**src/rtl/instr_fetch.sv**
```systemverilog
// -----------------------------------------------------------------------------
// instr_fetch
//
// Instruction fetch and sequencing unit. Owns the program counter, drives the
// instruction-memory address, and hands each fetched 9-bit instruction (or a
// bubble) to the control decoder. It redirects on taken branches, stops on the
// halt word, and counts RUN cycles for the test harness.
//
// Parameters
//   PC_W        program counter / instruction-memory address width
//   CNT_W       run-cycle counter width
//
// Ports
//   Clk         in   single clock, rising-edge
//   Reset       in   asynchronous, active-high reset
//   Start       in   level; begin or restart the program at address 0
//   ImemData    in   9-bit instruction-memory read data for ImemAddr
//   BranchEn    in   decoder: current instruction is a branch
//   Taken       in   branch condition for the current instruction
//   Target      in   absolute branch target for the current instruction
//   Ack         in   decoder: current instruction is the halt word
//   ImemAddr    out  instruction-memory address (the PC)
//   Instruction out  ImemData while running, bubble 9'h180 otherwise
//   InstrValid  out  high exactly while running
//   Done        out  registered; high once halted
//   CycleCnt    out  saturating count of RUN cycles since the last Start
// -----------------------------------------------------------------------------
module instr_fetch #(
   parameter int unsigned PC_W  = 10,
   parameter int unsigned CNT_W = 16
) (
   input  logic             Clk,
   input  logic             Reset,
   input  logic             Start,
   input  logic [8:0]       ImemData,
   input  logic             BranchEn,
   input  logic             Taken,
   input  logic [PC_W-1:0]  Target,
   input  logic             Ack,
   output logic [PC_W-1:0]  ImemAddr,
   output logic [8:0]       Instruction,
   output logic             InstrValid,
   output logic             Done,
   output logic [CNT_W-1:0] CycleCnt
);

   // Decodes to no write, no branch, no move, no load and no Ack.
   localparam logic [8:0] Bubble = 9'h180;

   typedef enum logic [1:0] {
      StIdle = 2'd0,
      StRun  = 2'd1,
      StHalt = 2'd2
   } state_e;

   state_e             state_q, state_d;
   logic [PC_W-1:0]    pc_q, pc_d;
   logic [CNT_W-1:0]   cnt_q, cnt_d;
   logic               done_q, done_d;

   logic [CNT_W-1:0]   cnt_inc;
   logic               cnt_sat;

   assign cnt_sat = (cnt_q == {CNT_W{1'b1}});
   assign cnt_inc = cnt_sat ? cnt_q : cnt_q + CNT_W'(1);

   // ---------------------------------------------------------------------------
   // State register
   // ---------------------------------------------------------------------------
   always_ff @(posedge Clk or posedge Reset) begin
      if (Reset) begin
         state_q <= StIdle;
         pc_q    <= '0;
         cnt_q   <= '0;
         done_q  <= 1'b0;
      end else begin
         state_q <= state_d;
         pc_q    <= pc_d;
         cnt_q   <= cnt_d;
         done_q  <= done_d;
      end
   end

   // ---------------------------------------------------------------------------
   // Next-state logic
   // ---------------------------------------------------------------------------
   always_comb begin
      state_d = state_q;
      pc_d    = pc_q;
      cnt_d   = cnt_q;
      done_d  = done_q;

      unique case (state_q)
         StIdle: begin
            pc_d = '0;
            if (Start) begin
               state_d = StRun;
               cnt_d   = '0;
            end
         end

         StRun: begin
            // Every RUN edge counts, including the one that halts.
            cnt_d = cnt_inc;
            // The halt word also raises BranchEn, so Ack must win.
            if (Ack) begin
               state_d = StHalt;
               done_d  = 1'b1;
            end else if (BranchEn && Taken) begin
               pc_d = Target;
            end else begin
               pc_d = pc_q + PC_W'(1);
            end
         end

         StHalt: begin
            if (Start) begin
               state_d = StRun;
               pc_d    = '0;
               cnt_d   = '0;
               done_d  = 1'b0;
            end
         end

         default: begin
            state_d = StIdle;
            pc_d    = '0;
            cnt_d   = '0;
            done_d  = 1'b0;
         end
      endcase
   end

   // ---------------------------------------------------------------------------
   // Outputs: decoded from state so Reset shows the bubble without a clock edge
   // ---------------------------------------------------------------------------
   always_comb begin
      InstrValid  = (state_q == StRun);
      Instruction = InstrValid ? ImemData : Bubble;
   end

   assign ImemAddr = pc_q;
   assign Done     = done_q;
   assign CycleCnt = cnt_q;

endmodule

```
**config.mk**
```make
export PLATFORM = sky130hd
export DESIGN_NAME = instr_fetch
export DESIGN_NICKNAME = d
export VERILOG_FILES = /design/src/rtl/instr_fetch.sv
export SDC_FILE = /design/constraint.sdc
export NUM_CORES = 1
export LEC_CHECK = 0
export BUFFER_PORTS_ARGS = -buffer_cell sky130_fd_sc_hd__buf_2
export CORE_MARGIN = 2
export CORE_UTILIZATION = 35
export DETAILED_ROUTE_END_ITERATION = 10
export REMOVE_ABC_BUFFERS = 1
export SYNTH_ARGS = -nofsm -noshare
export SYNTH_HDL_FRONTEND = slang
export SYNTH_SLANG_ARGS = --single-unit
```
**constraint.sdc**
```tcl
create_clock -name Clk -period 2.05 [get_ports Clk]
set_input_delay 0.41 -clock Clk [delete_from_list [all_inputs] [get_ports Clk]]
set_output_delay 0.41 -clock Clk [all_outputs]
set_load 0.1 [all_outputs]
```
==> results.sh, run 1 <==
export IMPL_run_status="finished clean"
export IMPL_detailedRoute_firstPassIterationCount=4
export IMPL_post_drt_wl_per_cell_um=13.9
export IMPL_design_final_nets=285
export IMPL_synth_seq_cells=29
export IMPL_critical_path_arrival_ns=1.51
export IMPL_final_cell_mix="buf_2, dfrtp_1, nand2_1, o21ai_0, a21oi_1"
export IMPL_clock_sinks=29
export IMPL_number_of_max_cap_violations=0
export IMPL_grt_max_degree=30
export IMPL_grt_pass1_wl_um=7110
export IMPL_setup_reg_to_reg_worst_slack_ns=0.13
export IMPL_inserted_diodes=0
export IMPL_layout_setup_ws_ns=0.126
export IMPL_top_layer_used="met4"
export IMPL_crit_path_start="state_q[1]"
export IMPL_post_layout_minimum_cycle_time_ns=1.92
export IMPL_critical_setup_path_class="reg -> out"
export IMPL_post_dp_hpwl_um=3260
export IMPL_hold_path_class="in -> async"
export IMPL_worstRegToRegCells=5
export IMPL_grt_total_usage=0.171
export IMPL_post_drt_via_cell_ratio=5.48
export IMPL_hold_violations=0
export IMPL_achievable_frequency_ghz=0.520
export IMPL_fp_dieArea_mm2=0.00544
export IMPL_yosysUniqueCellTypes=45
export IMPL_syn_mean_instance_area_um2=8.82
export IMPL_ys_flop_type="dfrtp_1"
export IMPL_synth_seq_area_share=0.426
export IMPL_wl_met1_um=2030
export IMPL_cts_root_buf="clkbuf_8"
export IMPL_ctsHoldBuffers=0
export IMPL_clock_tree_from_tritoncts="yes"
export IMPL_clock_skew_final_ns=0.00790
export IMPL_setup_violators_final=0
export IMPL_initial_antenna_violation_count=0
export IMPL_remaining_drc_errors=0
export IMPL_totalWireLength_um=4350
export IMPL_post_layout_power_mw=2.19
export IMPL_async_flop_share=1.00
export IMPL_placement_io_buffers=61
export IMPL_die_width_um=73.8
export IMPL_cts_buffers_inserted=5
export IMPL_die_h_um=73.8
export IMPL_routed_wl_met3_um=224
export IMPL_regToRegEndpoint="CycleCnt[13]"
export IMPL_power_ir_vdd_worst_v=0.000422
export IMPL_post_synth_instance_area_mm2=0.00170
export IMPL_drt_antenna_violating_nets=0
export IMPL_slew_headroom=0.660
export IMPL_final_fill_count=465
export IMPL_synthesis_instances=193
export IMPL_yosysWarnings=0
export IMPL_core_area_mm2=0.00469
export IMPL_mostFrequentLayoutCell="buf_2"
export IMPL_post_place_ws_ns=0.153
export IMPL_vias=1711
export IMPL_wire_length_on_met2_um=2040
export IMPL_layout_core_utilization=0.493
export IMPL_io_pin_count=62
export IMPL_crit_required_ns=1.64
export IMPL_r2r_start="CycleCnt[0]"
export IMPL_setup_tns_final_ns=0
export IMPL_initial_utilization=0.363
export IMPL_clock_latency_reported_for_the_late_side_of_the_worst_skew_pair_ns=0.28
export IMPL_setup_worst_path_start_class="flip-flop"
export IMPL_power_density_mw_per_mm2=946
export IMPL_drive_gt1_frac=0.306
export IMPL_grt_overflow_total=0
export IMPL_worst_slew_pin_transition_ns=0.505
export IMPL_area_growth_pct=35.9
export IMPL_drt_iter0_markers=69
export IMPL_leakage_power_figure_nw=1.08
export IMPL_number_of_enable_type_register_cells_in_the_synthesized_netlist=0
export IMPL_multiInputGateArea_um2=902
export IMPL_clock_transition_at_the_registers_of_the_reported_paths_ns=0.06
export IMPL_setup_worst_path_end="Instruction[0]"
export IMPL_crit_fanout=9
export IMPL_grt_setup_unrepaired="no"
export IMPL_fin_crit_sh=0.939
export IMPL_postCtsSetupBuffers=0
export IMPL_cts_htree_levels=2
export IMPL_first_global_vias=1535
export IMPL_slew_violations=0
export IMPL_final_seq_area_um2=727
export IMPL_timing_critical_path_to_type="output pin"
export IMPL_gp_congestion=0.782
export IMPL_cts_buffer_depth=2
export IMPL_rows=25
sequential cells by signal, summed over array words and instances (netlist names):
signal	flops
CycleCnt	16
ImemAddr	10
state_q	2
Done	1
repair_timing:
item,in CTS,in global routing
cloned,0,0
gates resized for setup,1,1
endpoints found under the setup margin,1,1
Yosys cell counts (2+ instances only):
cell / count / area (µm²)
a21oi_1: 13 / 65.1
a22oi_1: 2 / 15.0
a311oi_1: 2 / 17.5
a31oi_1: 5 / 31.3
and2_1: 11 / 68.8
and3_1: 3 / 18.8
and4_1: 4 / 35.0
clkbuf_1: 7 / 26.3
dfrtp_1: 29 / 726
ha_1: 2 / 25.0
inv_1: 9 / 33.8
mux2i_1: 3 / 30.0
nand2_1: 19 / 71.3
nand2b_1: 4 / 25.0
nand3_1: 7 / 35.0
nand3b_1: 2 / 15.0
nor2_1: 8 / 30.0
nor3_1: 6 / 30.0
nor3b_1: 2 / 15.0
nor4_1: 3 / 18.8
o21ai_0: 19 / 95.1
o22ai_1: 2 / 12.5
o2bb2ai_1: 3 / 26.3
o31ai_1: 4 / 30.0
or4_1: 4 / 30.0
through the flow:
step	instances	hold WS (ns)	area, µm²
2_1_floorplan	185	0.488	1670
3_3_place_gp	305	0.485	2230
3_5_place_dp	305	0.484	2230
4_1_cts	312	0.193	2310
5_1_grt	312	0.212	2310
6_report	312	0.186	2310
kinds of logic (layout without fill, tap and decap cells):
kind of cell             after synthesis  count (layout)  synth area share
XOR/XNOR                               1               1           0.00514
AO/OA/AOI/OAI                         60              60             0.223
buffers and inverters                 18              83            0.0441
flip-flops                            29              29             0.426
multiplexers                           3               3            0.0176
AND/OR/NAND/NOR                       80              80             0.269
adder cells (fa/ha/maj)                2               2            0.0147
where the power goes:
part	internal [mW]	switching (mW)	total [mW]
Combinational	0.269	0.769	1.04
Clock	0.266	0.210	0.476
Sequential	0.623	0.0528	0.676
per-layer routing:
metal  global-route usage  vias up
li1                     -      852
met4               0.0687        0
met1                0.225      807
met3               0.0549        7
met2                0.261       45
met5                    0        -
area by class of cell:
type / instances / share of cell area
Timing Repair Buffer: 66 / 0.213
Sequential cell: 29 / 0.314
Tap cell: 54 / 0.0292
Clock buffer: 7 / 0.0373
Inverter: 10 / 0.0162
Multi-Input combinational cell: 146 / 0.390
critical path, cell delays in order (launching register included):
cell,delay [ns]
dfrtp_1,0.37
nand2b_1,0.18
inv_2,0.13
buf_4,0.19
and2_1,0.18
buf_12,0.18
worst min-delay path by stage:
stage | endpoint | slack [ns]
finish | ImemAddr[3] | 0.19
global route | ImemAddr[3] | 0.21
CTS | CycleCnt[9] | 0.19
detailed placement | Done | 0.48
floorplan | CycleCnt[0] | 0.49
global placement | Done | 0.49
Power figures use the tool's default switching activity.
==> run 2: changes to the inputs <==
--- a/config.mk
+++ b/config.mk
@@ -9,7 +9,6 @@
 export CORE_MARGIN = 2
 export CORE_UTILIZATION = 35
 export DETAILED_ROUTE_END_ITERATION = 10
-export REMOVE_ABC_BUFFERS = 1
 export SYNTH_ARGS = -nofsm -noshare
 export SYNTH_HDL_FRONTEND = slang
 export SYNTH_SLANG_ARGS = --single-unit
==> run 2 against run 1 <==
- sequential cell count did not move
- die area unchanged
- cell count up 0.64%
- total power up 3.8%
- non-clock buffer count grew 1
- final area grew 3.1%
- clock skew fell by 0.0012 ns
- clock power grew 3%
- first-iteration DRC count rose by 32%
- worst setup slack worse by 0.012 ns
- combinational power rose by 4%
- sequential power rose by 3.4%
- critical path type unchanged
- largest power group unchanged
- highest routed layer unchanged
==> results.sh, run 2 (synthesis gave the netlist of run 1 again) <==
export IMPL_number_of_max_cap_violations=0
export IMPL_cp_depth=5
export IMPL_final_fill_count=452
export IMPL_setup_violators_final=0
export IMPL_drive_gt1_frac=0.415
export IMPL_crit_family="buffers and inverters"
export IMPL_hold_path_class="in -> async"
export IMPL_slew_headroom=0.672
export IMPL_final_cell_mix="buf_2, nand2_1, o21ai_0, dfrtp_2"
export IMPL_critical_path_slowest_cell="dfrtp_1"
export IMPL_achievable_frequency_ghz=0.517
export IMPL_cell_internal_pwr_mw=1.21
export IMPL_grt_total_usage=0.175
export IMPL_post_drt_wl_per_cell_um=14.2
export IMPL_setup_worst_path_start_class="flip-flop"
export IMPL_leakage_power_figure_nw=1.07
export IMPL_die_h_um=73.8
export IMPL_rows=25
export IMPL_post_dp_hpwl_um=3280
export IMPL_grt_setup_unrepaired="no"
export IMPL_grt_max_degree=30
export IMPL_first_global_vias=1610
export IMPL_core_area_mm2=0.00469
export IMPL_r2r_start="CycleCnt[0]"
export IMPL_clock_sinks=29
export IMPL_fin_crit_sh=0.944
export IMPL_worst_slew_pin_transition_ns=0.487
export IMPL_power_share_combinational=0.476
export IMPL_power_density_mw_per_mm2=952
export IMPL_remaining_drc_errors=0
export IMPL_crit_path_max_incr_delay_ns=0.43
export IMPL_io_pin_count=62
export IMPL_worst_path_most_repeated_cell="buf_4"
export IMPL_clock_tree_from_tritoncts="yes"
export IMPL_clock_skew_final_ns=0.00671
export IMPL_inserted_diodes=0
export IMPL_crit_path_cell_trace="nand2b_4 -> clkinvlp_4 -> buf_4 -> buf_4 -> buf_12"
export IMPL_worstRegToRegCells=5
export IMPL_slew_violations=0
export IMPL_die_width_um=73.8
export IMPL_grt_overflow_total=0
export IMPL_cts_buffers_inserted=5
export IMPL_crit_fanout=6
export IMPL_cts_htree_levels=2
export IMPL_layout_setup_ws_ns=0.114
export IMPL_placement_io_buffers=61
export IMPL_final_seq_area_um2=751
export IMPL_path_buf_inv=4
export IMPL_clock_latency_reported_for_the_late_side_of_the_worst_skew_pair_ns=0.28
export IMPL_critical_setup_path_class="reg -> out"
export IMPL_switchingPower_mw=1.06
export IMPL_initial_utilization=0.363
export IMPL_vias=1717
export IMPL_post_place_ws_ns=0.118
export IMPL_drt_antenna_violating_nets=0
export IMPL_syn_num_nets=220
export IMPL_area_growth_pct=40.1
export IMPL_power_ir_vdd_worst_v=0.000450
export IMPL_hold_violations=0
export IMPL_seqPwrFrac=0.308
export IMPL_regToRegEndpoint="CycleCnt[13]"
export IMPL_grt_pass1_wl_um=7460
export IMPL_mostFrequentLayoutCell="buf_2"
export IMPL_design_final_nets=286
export IMPL_timing_critical_path_to_type="output pin"
export IMPL_cts_buffer_depth=2
export IMPL_largest_register_ff_count=16
export IMPL_initial_antenna_violation_count=0
export IMPL_share_clk_of_total_power=0.216
export IMPL_gp_congestion=0.773
export IMPL_multiInputGateArea_um2=942
export IMPL_p_sw_frac=0.468
export IMPL_clock_transition_at_the_registers_of_the_reported_paths_ns=0.07
export IMPL_detailedRoute_firstPassIterationCount=4
export IMPL_drt_iter0_markers=91
export IMPL_run_status="finished clean"
export IMPL_setup_tns_final_ns=0
export IMPL_setup_reg_to_reg_worst_slack_ns=0.19
export IMPL_post_drt_via_cell_ratio=5.47
export IMPL_fp_dieArea_mm2=0.00544
export IMPL_totalWireLength_um=4450
export IMPL_post_layout_minimum_cycle_time_ns=1.94
export IMPL_crit_required_ns=1.64
export IMPL_cts_root_buf="clkbuf_8"
export IMPL_critical_path_arrival_ns=1.53
-- run 2: changes by cell type in the layout (fill, tap and decap cells not counted), moves of 2 or more --
cell / change
and2_1: -7
and2_4: +7
dfrtp_1: -15
dfrtp_2: +13
dfrtp_4: +2
-- run 2: routing by layer --
layer / part of all wire / global-route usage
met5: 0 / 0
met4: 0.011 / 0.0667
met3: 0.058 / 0.0384
met2: 0.47 / 0.269
met1: 0.46 / 0.239
-- run 2: power groups by stage --
stage / Clock, mW / Combinational [mW] / Sequential [mW]
2_1_floorplan: 0 / 0.471 / 1.00
3_3_place_gp: 0 / 1.04 / 0.703
3_5_place_dp: 0 / 1.04 / 0.707
4_1_cts: 0.509 / 1.08 / 0.697
5_1_grt: 0.528 / 1.13 / 0.711
6_report: 0.492 / 1.08 / 0.699
-- run 2: repair_timing --
| item | in CTS | in global routing |
|---|---|---|
| buffers inserted | 2 | 0 |
| endpoints found under the setup margin | 10 | 15 |
| hold buffers | 0 | 0 |
| pin swaps | 0 | 0 |
| gates resized for setup | 2 | 3 |
-- run 2: cell type report --
class | count | area share
repair buffers | 67 | 0.205
inverters | 10 | 0.0173
well taps | 54 | 0.0283
clock inverters | 2 | 0.00577
multi-input cells | 146 | 0.395
flip-flops and latches | 29 | 0.315
clock buffers | 6 | 0.0346
-- run 2: metrics by stage --
| stage | hold WS [ns] | area [µm²] | utilization | cells | total power [mW] |
|---|---|---|---|---|---|
| global placement | 0.482 | 2250 | 0.479 | 304 | 1.74 |
| CTS | 0.187 | 2380 | 0.506 | 314 | 2.29 |
| floorplan | 0.487 | 1760 | - | 193 | 1.47 |
| global route | 0.214 | 2390 | 0.509 | 314 | 2.37 |
| finish | 0.180 | 2390 | 0.509 | 314 | 2.27 |
| detailed placement | 0.500 | 2250 | 0.479 | 304 | 1.75 |
-- run 2: worst max path at each step --
stage	from	to	slack (ns)
2_1_floorplan	CycleCnt[1]	CycleCnt[9]	0.03
3_3_place_gp	state_q[0]	ImemAddr[3]	0.22
3_5_place_dp	state_q[1]	ImemAddr[6]	0.12
4_1_cts	state_q[1]	Instruction[7]	0.006
5_1_grt	state_q[1]	InstrValid	0.06
6_report	state_q[1]	InstrValid	0.11
-- run 2: worst register-to-register path, delay by kind of cell (launching register included) --
family	cells	cell delay, ns
and+or+nand+nor	3	0.95
adders and majority gates	1	0.18
DFF	1	0.50
AOI/OAI and AO/OA	1	0.15
